[src/rtl/mem_arbiter_if.sv]
// mem_arbiter_if: the bus bundle around mem_arbiter.
//   core_* : core datapath requester (req/write/addr/wrbits/wdata in, ack/rdata out)
//   host_* : host/debug loader requester (same shape as core_*)
//   mem_*  : single memory macro port (addr/read/write/wrbits/wdata out, rdata in)
// The slave modport is the arbiter's view. The master modport is the
// requesters' and memory model's view.
interface mem_arbiter_if;
    logic        core_req;
    logic        core_write;
    logic [31:0] core_addr;
    logic [3:0]  core_wrbits;
    logic [31:0] core_wdata;
    logic        core_ack;
    logic [31:0] core_rdata;

    logic        host_req;
    logic        host_write;
    logic [31:0] host_addr;
    logic [3:0]  host_wrbits;
    logic [31:0] host_wdata;
    logic        host_ack;
    logic [31:0] host_rdata;

    logic [31:0] mem_addr;
    logic        mem_read;
    logic        mem_write;
    logic [3:0]  mem_wrbits;
    logic [31:0] mem_wdata;
    logic [31:0] mem_rdata;

    modport slave (
        input  core_req, core_write, core_addr, core_wrbits, core_wdata,
        output core_ack, core_rdata,
        input  host_req, host_write, host_addr, host_wrbits, host_wdata,
        output host_ack, host_rdata,
        output mem_addr, mem_read, mem_write, mem_wrbits, mem_wdata,
        input  mem_rdata
    );

    modport master (
        output core_req, core_write, core_addr, core_wrbits, core_wdata,
        input  core_ack, core_rdata,
        output host_req, host_write, host_addr, host_wrbits, host_wdata,
        input  host_ack, host_rdata,
        input  mem_addr, mem_read, mem_write, mem_wrbits, mem_wdata,
        output mem_rdata
    );
endinterface

[src/rtl/mem_arbiter.sv]
// mem_arbiter: shares one memory port between the core and the host loader.
// Only one transaction is in flight at a time. A granted transaction drives
// the memory for MEM_LAT cycles. It then returns a single ack pulse, carrying
// read data, to the requester that won.
//   clock : system clock, rising edge
//   reset : synchronous, active-high
//   bus   : mem_arbiter_if.slave (core_*, host_*, mem_* signals)
// Parameters:
//   MEM_LAT   : number of access cycles, 1..7
//   HOST_PRIO : 1 lets the host win the first conflict after reset, 0 lets the core win it
module mem_arbiter #(
    parameter int MEM_LAT   = 1,
    parameter bit HOST_PRIO = 1'b1
) (
    input  logic         clock,
    input  logic         reset,
    mem_arbiter_if.slave bus
);

    generate
        if ((MEM_LAT < 1) || (MEM_LAT > 7)) begin : g_bad_lat
            $error("mem_arbiter: MEM_LAT must be in 1..7");
        end
    endgenerate

    localparam logic [2:0] LAT = 3'(MEM_LAT);

    typedef enum logic [1:0] {IDLE, ACCESS, ACK} state_t;

    typedef struct packed {
        logic        write;
        logic [31:0] addr;
        logic [3:0]  wrbits;
        logic [31:0] wdata;
    } txn_t;

    state_t      state, state_nxt;
    txn_t        txn;            // latched copy of the granted request
    logic [2:0]  lat_cnt;        // ACCESS cycles left, including the current one
    logic        own_host;       // owner of the transaction in flight
    logic        last_host;      // most recent grant, used for round-robin
    logic [31:0] core_rdata_q, host_rdata_q;

    logic grant, grant_host;
    logic first_cyc, last_cyc;
    logic mem_read_c, mem_write_c;
    logic core_ack_c, host_ack_c;

    assign first_cyc = (lat_cnt == LAT);
    assign last_cyc  = (lat_cnt == 3'd1);

    // The host wins when it is the only requester. It also wins a conflict
    // whenever the previous grant went to the core.
    assign grant_host = bus.host_req && (!bus.core_req || !last_host);

    always_ff @(posedge clock) begin
        if (reset) state <= IDLE;
        else       state <= state_nxt;
    end

    always_comb begin
        state_nxt   = state;
        grant       = 1'b0;
        mem_read_c  = 1'b0;
        mem_write_c = 1'b0;
        core_ack_c  = 1'b0;
        host_ack_c  = 1'b0;
        case (state)
            IDLE: begin
                if (bus.core_req || bus.host_req) begin
                    grant     = 1'b1;
                    state_nxt = ACCESS;
                end
            end
            ACCESS: begin
                // A read holds mem_read for the whole window.
                // A write strobes only in the first cycle.
                mem_read_c  = !txn.write;
                mem_write_c = txn.write && first_cyc;
                if (last_cyc) state_nxt = ACK;
            end
            ACK: begin
                core_ack_c = !own_host;
                host_ack_c = own_host;
                state_nxt  = IDLE;
            end
            default: state_nxt = IDLE;
        endcase
    end

    always_ff @(posedge clock) begin
        if (reset) begin
            txn          <= '0;
            lat_cnt      <= 3'd0;
            own_host     <= 1'b0;
            last_host    <= ~HOST_PRIO;
            core_rdata_q <= 32'd0;
            host_rdata_q <= 32'd0;
        end else if (grant) begin
            own_host  <= grant_host;
            last_host <= grant_host;
            lat_cnt   <= LAT;
            if (grant_host) txn <= '{bus.host_write, bus.host_addr, bus.host_wrbits, bus.host_wdata};
            else            txn <= '{bus.core_write, bus.core_addr, bus.core_wrbits, bus.core_wdata};
        end else if (state == ACCESS) begin
            lat_cnt <= lat_cnt - 3'd1;
            // A read returns data on the edge that ends the access window.
            // A write leaves both rdata registers untouched.
            if (last_cyc && !txn.write) begin
                if (own_host) host_rdata_q <= bus.mem_rdata;
                else          core_rdata_q <= bus.mem_rdata;
            end
        end
    end

    // mem_addr and mem_wdata follow the latched request. They therefore
    // keep their last values while the arbiter sits in IDLE.
    assign bus.mem_addr   = txn.addr;
    assign bus.mem_wdata  = txn.wdata;
    assign bus.mem_read   = mem_read_c;
    assign bus.mem_write  = mem_write_c;
    assign bus.mem_wrbits = mem_write_c ? txn.wrbits : 4'd0;
    assign bus.core_ack   = core_ack_c;
    assign bus.host_ack   = host_ack_c;
    assign bus.core_rdata = core_rdata_q;
    assign bus.host_rdata = host_rdata_q;

endmodule
[src/flat_wrapper.sv]
// flat-port wrapper written by rule: the top's interface ports become plain ports
module mem_arbiter_flat 
#(
    parameter int MEM_LAT   = 1,
    parameter bit HOST_PRIO = 1'b1
)
  (clock, reset, bus_core_req, bus_core_write, bus_core_addr, bus_core_wrbits, bus_core_wdata, bus_core_ack, bus_core_rdata, bus_host_req, bus_host_write, bus_host_addr, bus_host_wrbits, bus_host_wdata, bus_host_ack, bus_host_rdata, bus_mem_addr, bus_mem_read, bus_mem_write, bus_mem_wrbits, bus_mem_wdata, bus_mem_rdata);
  mem_arbiter_if bus_i ();
  input  logic clock;
  input  logic reset;
  input wire logic [$bits(bus_i.core_req)-1:0] bus_core_req;
  input wire logic [$bits(bus_i.core_write)-1:0] bus_core_write;
  input wire logic [$bits(bus_i.core_addr)-1:0] bus_core_addr;
  input wire logic [$bits(bus_i.core_wrbits)-1:0] bus_core_wrbits;
  input wire logic [$bits(bus_i.core_wdata)-1:0] bus_core_wdata;
  output wire logic [$bits(bus_i.core_ack)-1:0] bus_core_ack;
  output wire logic [$bits(bus_i.core_rdata)-1:0] bus_core_rdata;
  input wire logic [$bits(bus_i.host_req)-1:0] bus_host_req;
  input wire logic [$bits(bus_i.host_write)-1:0] bus_host_write;
  input wire logic [$bits(bus_i.host_addr)-1:0] bus_host_addr;
  input wire logic [$bits(bus_i.host_wrbits)-1:0] bus_host_wrbits;
  input wire logic [$bits(bus_i.host_wdata)-1:0] bus_host_wdata;
  output wire logic [$bits(bus_i.host_ack)-1:0] bus_host_ack;
  output wire logic [$bits(bus_i.host_rdata)-1:0] bus_host_rdata;
  output wire logic [$bits(bus_i.mem_addr)-1:0] bus_mem_addr;
  output wire logic [$bits(bus_i.mem_read)-1:0] bus_mem_read;
  output wire logic [$bits(bus_i.mem_write)-1:0] bus_mem_write;
  output wire logic [$bits(bus_i.mem_wrbits)-1:0] bus_mem_wrbits;
  output wire logic [$bits(bus_i.mem_wdata)-1:0] bus_mem_wdata;
  input wire logic [$bits(bus_i.mem_rdata)-1:0] bus_mem_rdata;
  assign bus_i.core_req = bus_core_req;
  assign bus_i.core_write = bus_core_write;
  assign bus_i.core_addr = bus_core_addr;
  assign bus_i.core_wrbits = bus_core_wrbits;
  assign bus_i.core_wdata = bus_core_wdata;
  assign bus_core_ack = bus_i.core_ack;
  assign bus_core_rdata = bus_i.core_rdata;
  assign bus_i.host_req = bus_host_req;
  assign bus_i.host_write = bus_host_write;
  assign bus_i.host_addr = bus_host_addr;
  assign bus_i.host_wrbits = bus_host_wrbits;
  assign bus_i.host_wdata = bus_host_wdata;
  assign bus_host_ack = bus_i.host_ack;
  assign bus_host_rdata = bus_i.host_rdata;
  assign bus_mem_addr = bus_i.mem_addr;
  assign bus_mem_read = bus_i.mem_read;
  assign bus_mem_write = bus_i.mem_write;
  assign bus_mem_wrbits = bus_i.mem_wrbits;
  assign bus_mem_wdata = bus_i.mem_wdata;
  assign bus_i.mem_rdata = bus_mem_rdata;
  mem_arbiter #(.MEM_LAT(MEM_LAT), .HOST_PRIO(HOST_PRIO)) u_core (.clock(clock), .reset(reset), .bus(bus_i));
endmodule
[config.mk]
export PLATFORM = sky130hd
export DESIGN_NAME = mem_arbiter_flat
export DESIGN_NICKNAME = d
export VERILOG_FILES = /design/src/rtl/mem_arbiter_if.sv /design/src/rtl/mem_arbiter.sv /design/src/flat_wrapper.sv
export SDC_FILE = /design/constraint.sdc
export NUM_CORES = 1
export LEC_CHECK = 0
export BUFFER_PORTS_ARGS = -buffer_cell sky130_fd_sc_hd__buf_2
export CORE_MARGIN = 5
export CORE_UTILIZATION = 35
export CTS_CLUSTER_SIZE = 28
export DETAILED_ROUTE_END_ITERATION = 8
export GPL_ROUTABILITY_DRIVEN = 0
export PLACE_DENSITY = 0.73
export SLEW_MARGIN = 5
export SYNTH_ARGS = -nofsm -noshare
export SYNTH_HDL_FRONTEND = slang
export SYNTH_SLANG_ARGS = --single-unit
[constraint.sdc]
create_clock -name clock -period 1.52 [get_ports clock]
set_input_delay 0.152 -clock clock [delete_from_list [all_inputs] [get_ports clock]]
set_output_delay 0.152 -clock clock [all_outputs]
set_load 0.05 [all_outputs]
==> results of run 1 <==
==> flip-flops by register name, indices dropped and copies added (netlist names) <==
signal / count
u_core.own_host: 1
u_core.bus.mem_wdata: 32
u_core.txn: 5
u_core.lat_cnt: 3
u_core.state: 2
u_core.bus.mem_addr: 32
u_core.bus.host_rdata: 32
u_core.bus.core_rdata: 32
==> layout make-up <==
type / count / area share
Timing Repair Buffer: 496 / 0.3598
Multi-Input combinational cell: 471 / 0.2947
Sequential cell: 139 / 0.2568
Clock buffer: 18 / 0.04045
Tap cell: 234 / 0.02697
Clock inverter: 13 / 0.01994
Inverter: 4 / 0.001383
==> Yosys cell counts <==
| cell | instances | share of area |
|---|---|---|
| a21o_1 | 1 | 0.0011 |
| or2b_1 | 1 | 0.0011 |
| nand2b_4 | 1 | 0.0021 |
| nand3b_1 | 1 | 0.0011 |
| a2111oi_1 | 1 | 0.0015 |
| inv_1 | 4 | 0.0023 |
| nor4_4 | 1 | 0.0033 |
| a21bo_2 | 1 | 0.0015 |
| dfxtp_1 | 139 | 0.43 |
| nand3_1 | 1 | 0.00077 |
| a21boi_1 | 1 | 0.0011 |
| nor3b_1 | 2 | 0.0023 |
| nand2b_2 | 1 | 0.0013 |
| nor2_2 | 1 | 0.00096 |
| clkbuf_1 | 45 | 0.026 |
| nor2_1 | 2 | 0.0011 |
| a21oi_1 | 72 | 0.055 |
| or2_0 | 1 | 0.00096 |
| buf_2 | 17 | 0.013 |
| nor3_1 | 3 | 0.0023 |
| mux2i_1 | 64 | 0.098 |
| buf_6 | 3 | 0.0052 |
| nand2b_1 | 96 | 0.092 |
| a311oi_1 | 69 | 0.092 |
| nand2_1 | 140 | 0.080 |
| xnor2_1 | 1 | 0.0013 |
| xor2_1 | 1 | 0.0013 |
| ha_1 | 2 | 0.0038 |
| and2_1 | 5 | 0.0048 |
| nor2b_1 | 1 | 0.00096 |
| or4_1 | 1 | 0.0011 |
| buf_4 | 64 | 0.074 |
==> power groups by stage <==
stage	clock network, W	logic, W	registers [W]
detailed placement	0	0.00283	0.00419
finish	0.00463	0.00390	0.00414
floorplan	0	0.00211	0.00434
global placement	0	0.00281	0.00419
CTS	0.00474	0.00319	0.00412
global route	0.00490	0.00408	0.00418
==> layer usage <==
| metal | up-vias | track usage | part of all wire |
|---|---|---|---|
| li1 | 3275 | - | - |
| met1 | 3282 | 0.2517 | 0.40 |
| met2 | 430 | 0.3360 | 0.47 |
| met3 | 102 | 0.06238 | 0.089 |
| met4 | 2 | 0.09831 | 0.045 |
| met5 | - | 0 | 0.00050 |
==> worst min-delay path by stage <==
| stage | startpoint | endpoint | slack [ns] | cells past startpoint |
|---|---|---|---|---|
| after floorplan | bus_core_addr[25] | u_core.bus.mem_addr[25] | 0.31 | 2 |
| after global placement | bus_core_addr[24] | u_core.bus.mem_addr[24] | 0.42 | 3 |
| after detailed placement | bus_core_addr[11] | u_core.bus.mem_addr[11] | 0.42 | 3 |
| after CTS | bus_host_wdata[21] | u_core.bus.mem_wdata[21] | 0.0005 | 3 |
| after global routing | bus_host_wdata[4] | u_core.bus.mem_wdata[4] | 0.002 | 3 |
| final | bus_host_wdata[4] | u_core.bus.mem_wdata[4] | 0.01 | 3 |
==> tightest hold or removal path: stages <==
cell and delay [ns]:
buf_2 0.09, nand2_1 0.05, a311oi_1 0.08
==> stage by stage <==
step | cells | setup WS [ns] | utilization | setup TNS (ns)
after CTS | 1347 | -0.3310 | 0.5476 | -13.75
after floorplan | 743 | -0.2599 | - | -4.136
after detailed placement | 1184 | -0.2705 | 0.4316 | -12.40
after global routing | 1375 | -0.3484 | 0.5863 | -18.81
after global placement | 1184 | -0.2385 | 0.4316 | -9.975
final | 1375 | -0.2858 | 0.5863 | -10.43
==> cell usage in the layout (no fill, tap or decap), types with 2 or more instances in the layout <==
cell | Yosys | final
a21oi_1 | 72 | 64
a21oi_2 | 0 | 8
a311oi_1 | 69 | 54
a311oi_2 | 0 | 13
a311oi_4 | 0 | 2
and2_4 | 0 | 5
buf_12 | 0 | 18
buf_16 | 0 | 4
buf_2 | 17 | 301
buf_4 | 64 | 18
buf_6 | 3 | 14
buf_8 | 0 | 9
bufinv_16 | 0 | 5
clkbuf_16 | 0 | 29
clkinv_4 | 0 | 3
clkinvlp_4 | 0 | 2
dfxtp_1 | 139 | 135
dfxtp_2 | 0 | 4
dlygate4sd3_1 | 0 | 120
inv_1 | 4 | 3
mux2i_1 | 64 | 64
nand2_1 | 140 | 140
nand2b_1 | 96 | 96
nand2b_4 | 1 | 2
nor2_4 | 0 | 2
nor3_1 | 3 | 2
==> repair_timing <==
item | 4_1_cts | 5_1_grt
pin swaps | 12 | 59
setup endpoints to repair | 72 | 137
resized for setup | 45 | 48
hold buffers | 120 | 0
setup buffers | 9 | 11
endpoints found under the hold margin | 66 | 0
cloned | 3 | 19
==> cell families (layout without fill, tap and decap cells) <==
| kind of cell | count (synthesis) | after routing | synth area share |
|---|---|---|---|
| AOI/OAI and AO/OA | 145 | 145 | 0.1530 |
| xor gates and xnor gates | 2 | 2 | 0.002681 |
| adders and majority gates | 2 | 2 | 0.003829 |
| buffers and inverters | 133 | 531 | 0.1199 |
| DFF | 139 | 139 | 0.4259 |
| muxes | 64 | 64 | 0.09805 |
| and+or+nand+nor | 258 | 258 | 0.1967 |
==> run_results.csv, run 1 <==
group,metric,value,unit
worst_setup_path,worstSetupEndpoint,"bus_mem_wrbits[0]",
final_layout,fill_cells,1488,
power,swShare,0.3280,
power,p_comb_frac,0.308,
timing,grt_setup_unrepaired,"true",
synth,syn_inst,743,
global_route,grt_pass1_vias,6913,
route,ant_nets,0,
worst_setup_path,worstPathArrival,1.65,ns
floorplanning,pin_count,310,
clocking,clk_latency,0.42,ns
synth,syn_area,6534,sq um
final_layout,multi_input_comb_area,3199,sq um
floorplanning,num_rows,50,
power,power,0.01268,W
final_layout,design_area,10860,sq um
power,ir_worst_vdd,0.0007109,V
floorplanning,initial_core_util,0.3528,
worst_setup_path,path_cells,"or2b_1 > nor3_4 > buf_6 > and2_4 > buf_8",
synth,ys_ff_latch,139,
worst_setup_path,path_delay_family,"simple AND/OR/NAND/NOR gates",
run,maxCapViolCount,0,
worst_setup_path,cp.depth,5,
power,leakage,5.072,nW
global_route,grt_remaining_overflow,0,
floorplanning,core_area,18520,sq um
final_layout,diodes,0,
clocking,cts_buffers,17,
timing,finalSetupViolations,138,
global_route,grt_max_degree,69,
worst_setup_path,worstPathMaxFanout,5,
floorplanning,die_h,146.6,microns
global_route,grt_use_total,0.2073,
clocking,clock_path_buffers,2,
route,via_count,7091,
worst_setup_path,r2r-start,"u_core.state[0]",
floorplanning,die_w,146.6,microns
synth,ys_warn_count,0,
power,switchingPower,0.004159,W
worst_setup_path,crit_type,"reg2out",
final_layout,fin_nets,1305,
worst_setup_path,cp-end-kind,"output port",
worst_setup_path,cp.required,1.37,ns
placed_design,io_buffers,309,
power,power_density,1168,nW/um^2
worst_setup_path,cpPeakStageDelay,0.33,ns
route,routed_wl,25.92,mm
worst_setup_path,ff2ff_path_depth,8,
timing,setup_ws,-0.2858,ns
worst_setup_path,r2r_setup_slack,-0.17,ns
clocking,cts.sinks,139,
clocking,root_buffer,"clkbuf_16",
final_layout,layout.area.seq,2788,sq um
final_layout,area_growth,66.16,%
final_layout,drive_above_1_share,0.3970,
worst_setup_path,crit_start,"u_core.state[0]",
run_status,violations,"negative setup slack",
synth,yosysUniqueCellTypes,32,
min_path,hold_path_class,"in2reg",
clocking,clk_pin_slew,0.06,ns
timing,period_share,1.188,
route,route.detailed.drc,0,
clocking,htree_levels,4,
timing,holdWs,0.01166,ns
clocking,cts_tree,"yes",
power,p_int,0.008522,W
worst_setup_path,r2r_end,"u_core.bus.mem_wdata[27]",
synth,synth_seq_area_share,0.4259,
timing,finalHoldViolations,0,
placed_design,dp_hpwl,13.80,mm
run_status,outcome,"finished with violations",
timing,fin_crit,1.806,ns
route,drt_iter0_markers,399,
timing,slew_headroom,0.7745,
timing,slew_violations,0,
power,clock_power_share,0.365,
timing,worst_pin_slew,0.3382,ns
route,vias_per_cell,5.157,
worst_setup_path,path_buf_inv,2,
route,firstDrtPassIters,5,
route,wire_per_inst,18.85,microns
global_route,antenna_found_initial,1,
timing,fmax,553.8,MHz
global_route,grt_pass1_wl,36.40,mm
synth,syn_area_per_cell,8.794,sq um
placed_design,placed_cell_area,7993,sq um
timing,clock-skew-final,0.01444,ns
worst_setup_path,startpoint_type,"register",
worst_setup_path,crit_slowest_cell,"dfxtp_2",
power,seq_power_share,0.327,
synth,synth_nets,919,
floorplanning,die_area,21500,sq um
Note: power is estimated with default switching activity, not from simulation.
==> run 2: changes to the inputs <==
--- a/config.mk
+++ b/config.mk
@@ -14,2 +14,3 @@
 export PLACE_DENSITY = 0.73
+export REMOVE_ABC_BUFFERS = 1
 export SLEW_MARGIN = 5
--- a/constraint.sdc
+++ b/constraint.sdc
@@ -3,2 +3,2 @@
 set_output_delay 0.152 -clock clock [all_outputs]
-set_load 0.05 [all_outputs]
+set_load 0.005 [all_outputs]
==> run 2 against run 1 <==
  * The run still ends with negative setup slack left
  * Register-to-register slack got worse by 0.03 ns
  * Critical path depth increased by 1
  * Largest power group is now sequential cells
  * First-iteration DRC count increased by 9.5%
  * Flip-flop and latch count unchanged
  * Sequential share of layout area increased by 0.57 points
  * Worst hold slack about the same
  * Clock power decreased by 13%
  * Cell count decreased by 1.2%
  * Utilization decreased by 1.3 points
  * Total power decreased by 12%
  * Design area decreased by 2.2%
  * Worst setup slack got worse by 0.0042 ns
==> run_results.csv, run 2 (synthesis results as in run 1) <==
group,metric,value,unit
timing,clock-skew-final,0.01243,ns
final_layout,area_growth,62.56,%
worst_setup_path,cp_common_cell,"buf_6",
clocking,clock_path_buffers,2,
clocking,cts_tree,"yes",
clocking,root_buffer,"clkbuf_16",
global_route,grt_max_degree,73,
final_layout,drive_above_1_share,0.4217,
worst_setup_path,cp.required,1.37,ns
power,ir_worst_vdd,0.0006695,V
route,vias_per_cell,5.148,
timing,fmax,552.5,MHz
clocking,cts_buffers,17,
route,routed_wl,26.17,mm
worst_setup_path,path_delay_family,"simple AND/OR/NAND/NOR gates",
worst_setup_path,cpPeakStageDelay,0.34,ns
power,power,0.01116,W
timing,slew_violations,0,
timing,tns,-17.86,ns
run_status,violations,"negative setup slack",
route,via_count,6991,
final_layout,fin_nets,1287,
timing,period_share,1.191,
timing,grt_setup_unrepaired,"true",
global_route,grt_remaining_overflow,0,
final_layout,mostFrequentLayoutCell,"buf_2",
placed_design,io_buffers,309,
power,clock_power_share,0.359,
timing,worst_pin_slew,0.4171,ns
run,maxCapViolCount,0,
global_route,grt_pass1_wl,35.48,mm
floorplanning,die_area,21500,sq um
floorplanning,die_w,146.6,microns
power,power_density,1051,nW/um^2
final_layout,mostFrequentLayoutCells,"304 x buf_2, 140 x nand2_1, 135 x dfxtp_1",
route,drt_iter0_markers,437,
clocking,clk_latency,0.42,ns
placed_design,dp_hpwl,13.44,mm
power,seq_power_share,0.371,
final_layout,diodes,0,
timing,setup_ws,-0.2900,ns
worst_setup_path,worstPathArrival,1.66,ns
route,firstDrtPassIters,7,
run_status,outcome,"finished with violations",
worst_setup_path,crit_type,"reg2out",
worst_setup_path,startpoint_type,"register",
floorplanning,initial_core_util,0.3528,
timing,fin_crit,1.810,ns
global_route,antenna_found_initial,0,
clocking,htree_levels,4,
worst_setup_path,crit_slowest_cell,"dfxtp_2",
timing,finalSetupViolations,133,
floorplanning,core_area,18520,sq um
worst_setup_path,path_buf_inv,3,
floorplanning,num_rows,50,
final_layout,design_area,10620,sq um
power,p_int,0.007844,W
worst_setup_path,cp-end-kind,"output port",
floorplanning,die_h,146.6,microns
power,switchingPower,0.003320,W
placed_design,placed_cell_area,7951,sq um
route,wire_per_inst,19.27,microns
route,ant_nets,0,
clocking,cts.sinks,139,
timing,holdWs,0.01188,ns
global_route,grt_use_total,0.2008,
power,leakage,4.943,nW
clocking,clk_pin_slew,0.07,ns
floorplanning,pin_count,310,
final_layout,fin_util,0.5736,
worst_setup_path,path_cells,"buf_6 > or2b_1 > nor3_4 > buf_6 > and2_4 > buf_6",
power,p_comb_frac,0.270,
global_route,grt_pass1_vias,6738,
timing,slew_headroom,0.7220,
route,route.detailed.drc,0,
worst_setup_path,worstPathMaxFanout,5,
power,swShare,0.2974,
min_path,hold_path_class,"in2reg",
timing,finalHoldViolations,0,
[run 2: changes by cell type in the layout (fill, tap and decap cells not counted), moves of 7 or more]
cell / change
a21oi_1: -7
a311oi_1: -12
dlygate4sd3_1: -19
buf_8: -7
buf_6: +11
a311oi_2: +13
[run 2: final timing paths]
kind	slack (ns)	from	cells past startpoint	to
max reg2reg	-0.20	u_core.lat_cnt[1]	9	u_core.bus.host_rdata[9]
min reg2reg	0.47	u_core.bus.host_rdata[27]	2	u_core.bus.host_rdata[27]
max	-0.29	u_core.state[0]	6	bus_mem_wrbits[1]
min	0.01	bus_host_wdata[6]	3	u_core.bus.mem_wdata[6]
[run 2: stage by stage]
step,setup WS (ns),instances
after floorplan,-2.357,614
after global placement,-0.2319,1182
after detailed placement,-0.2501,1182
after CTS,-0.2899,1324
after global routing,-0.3583,1358
final,-0.2900,1358
[run 2: power by group through the flow]
stage          Clock (W)  Combinational (W)  Sequential (W)
3_3_place_gp           0            0.00186         0.00418
4_1_cts          0.00408            0.00215         0.00411
2_1_floorplan          0           0.000856         0.00422
3_5_place_dp           0            0.00188         0.00418
6_report         0.00401            0.00301         0.00414
5_1_grt          0.00424            0.00319         0.00417
[run 2: per-layer routing]
metal / track usage / share of wire / vias to the layer above
met5: 0 / 0 / -
met4: 0.07808 / 0.035 / 0
met3: 0.05959 / 0.090 / 71
met2: 0.3351 / 0.48 / 423
met1: 0.2435 / 0.40 / 3261
li1: - / - / 3236
[run 2: cell type report]
class                           count  area, sq um
Clock inverter                     13        118.9
Clock buffer                       19        442.9
Timing Repair Buffer              477         3670
Sequential cell                   139         2788
Inverter                            4        15.01
Multi-Input combinational cell    472         3294
Fill cell                        1506         7896
Tap cell                          234        292.8
[run 2: worst register-to-register path: cells and delay by family, from the launching register on]
kind,cells,cell delay (ns)
buffers and inverters,5,0.65
and+or+nand+nor,2,0.34
DFF,1,0.32
muxes,1,0.21
adders and majority gates,1,0.13
[run 2: repair_timing]
| action | CTS | global route |
|---|---|---|
| pin swaps | 8 | 48 |
| cloned | 3 | 20 |
| resized for setup | 26 | 79 |
| endpoints found under the hold margin | 62 | 0 |
| endpoints found under the setup margin | 70 | 140 |
| hold buffers | 101 | 0 |
| setup buffers | 6 | 17 |
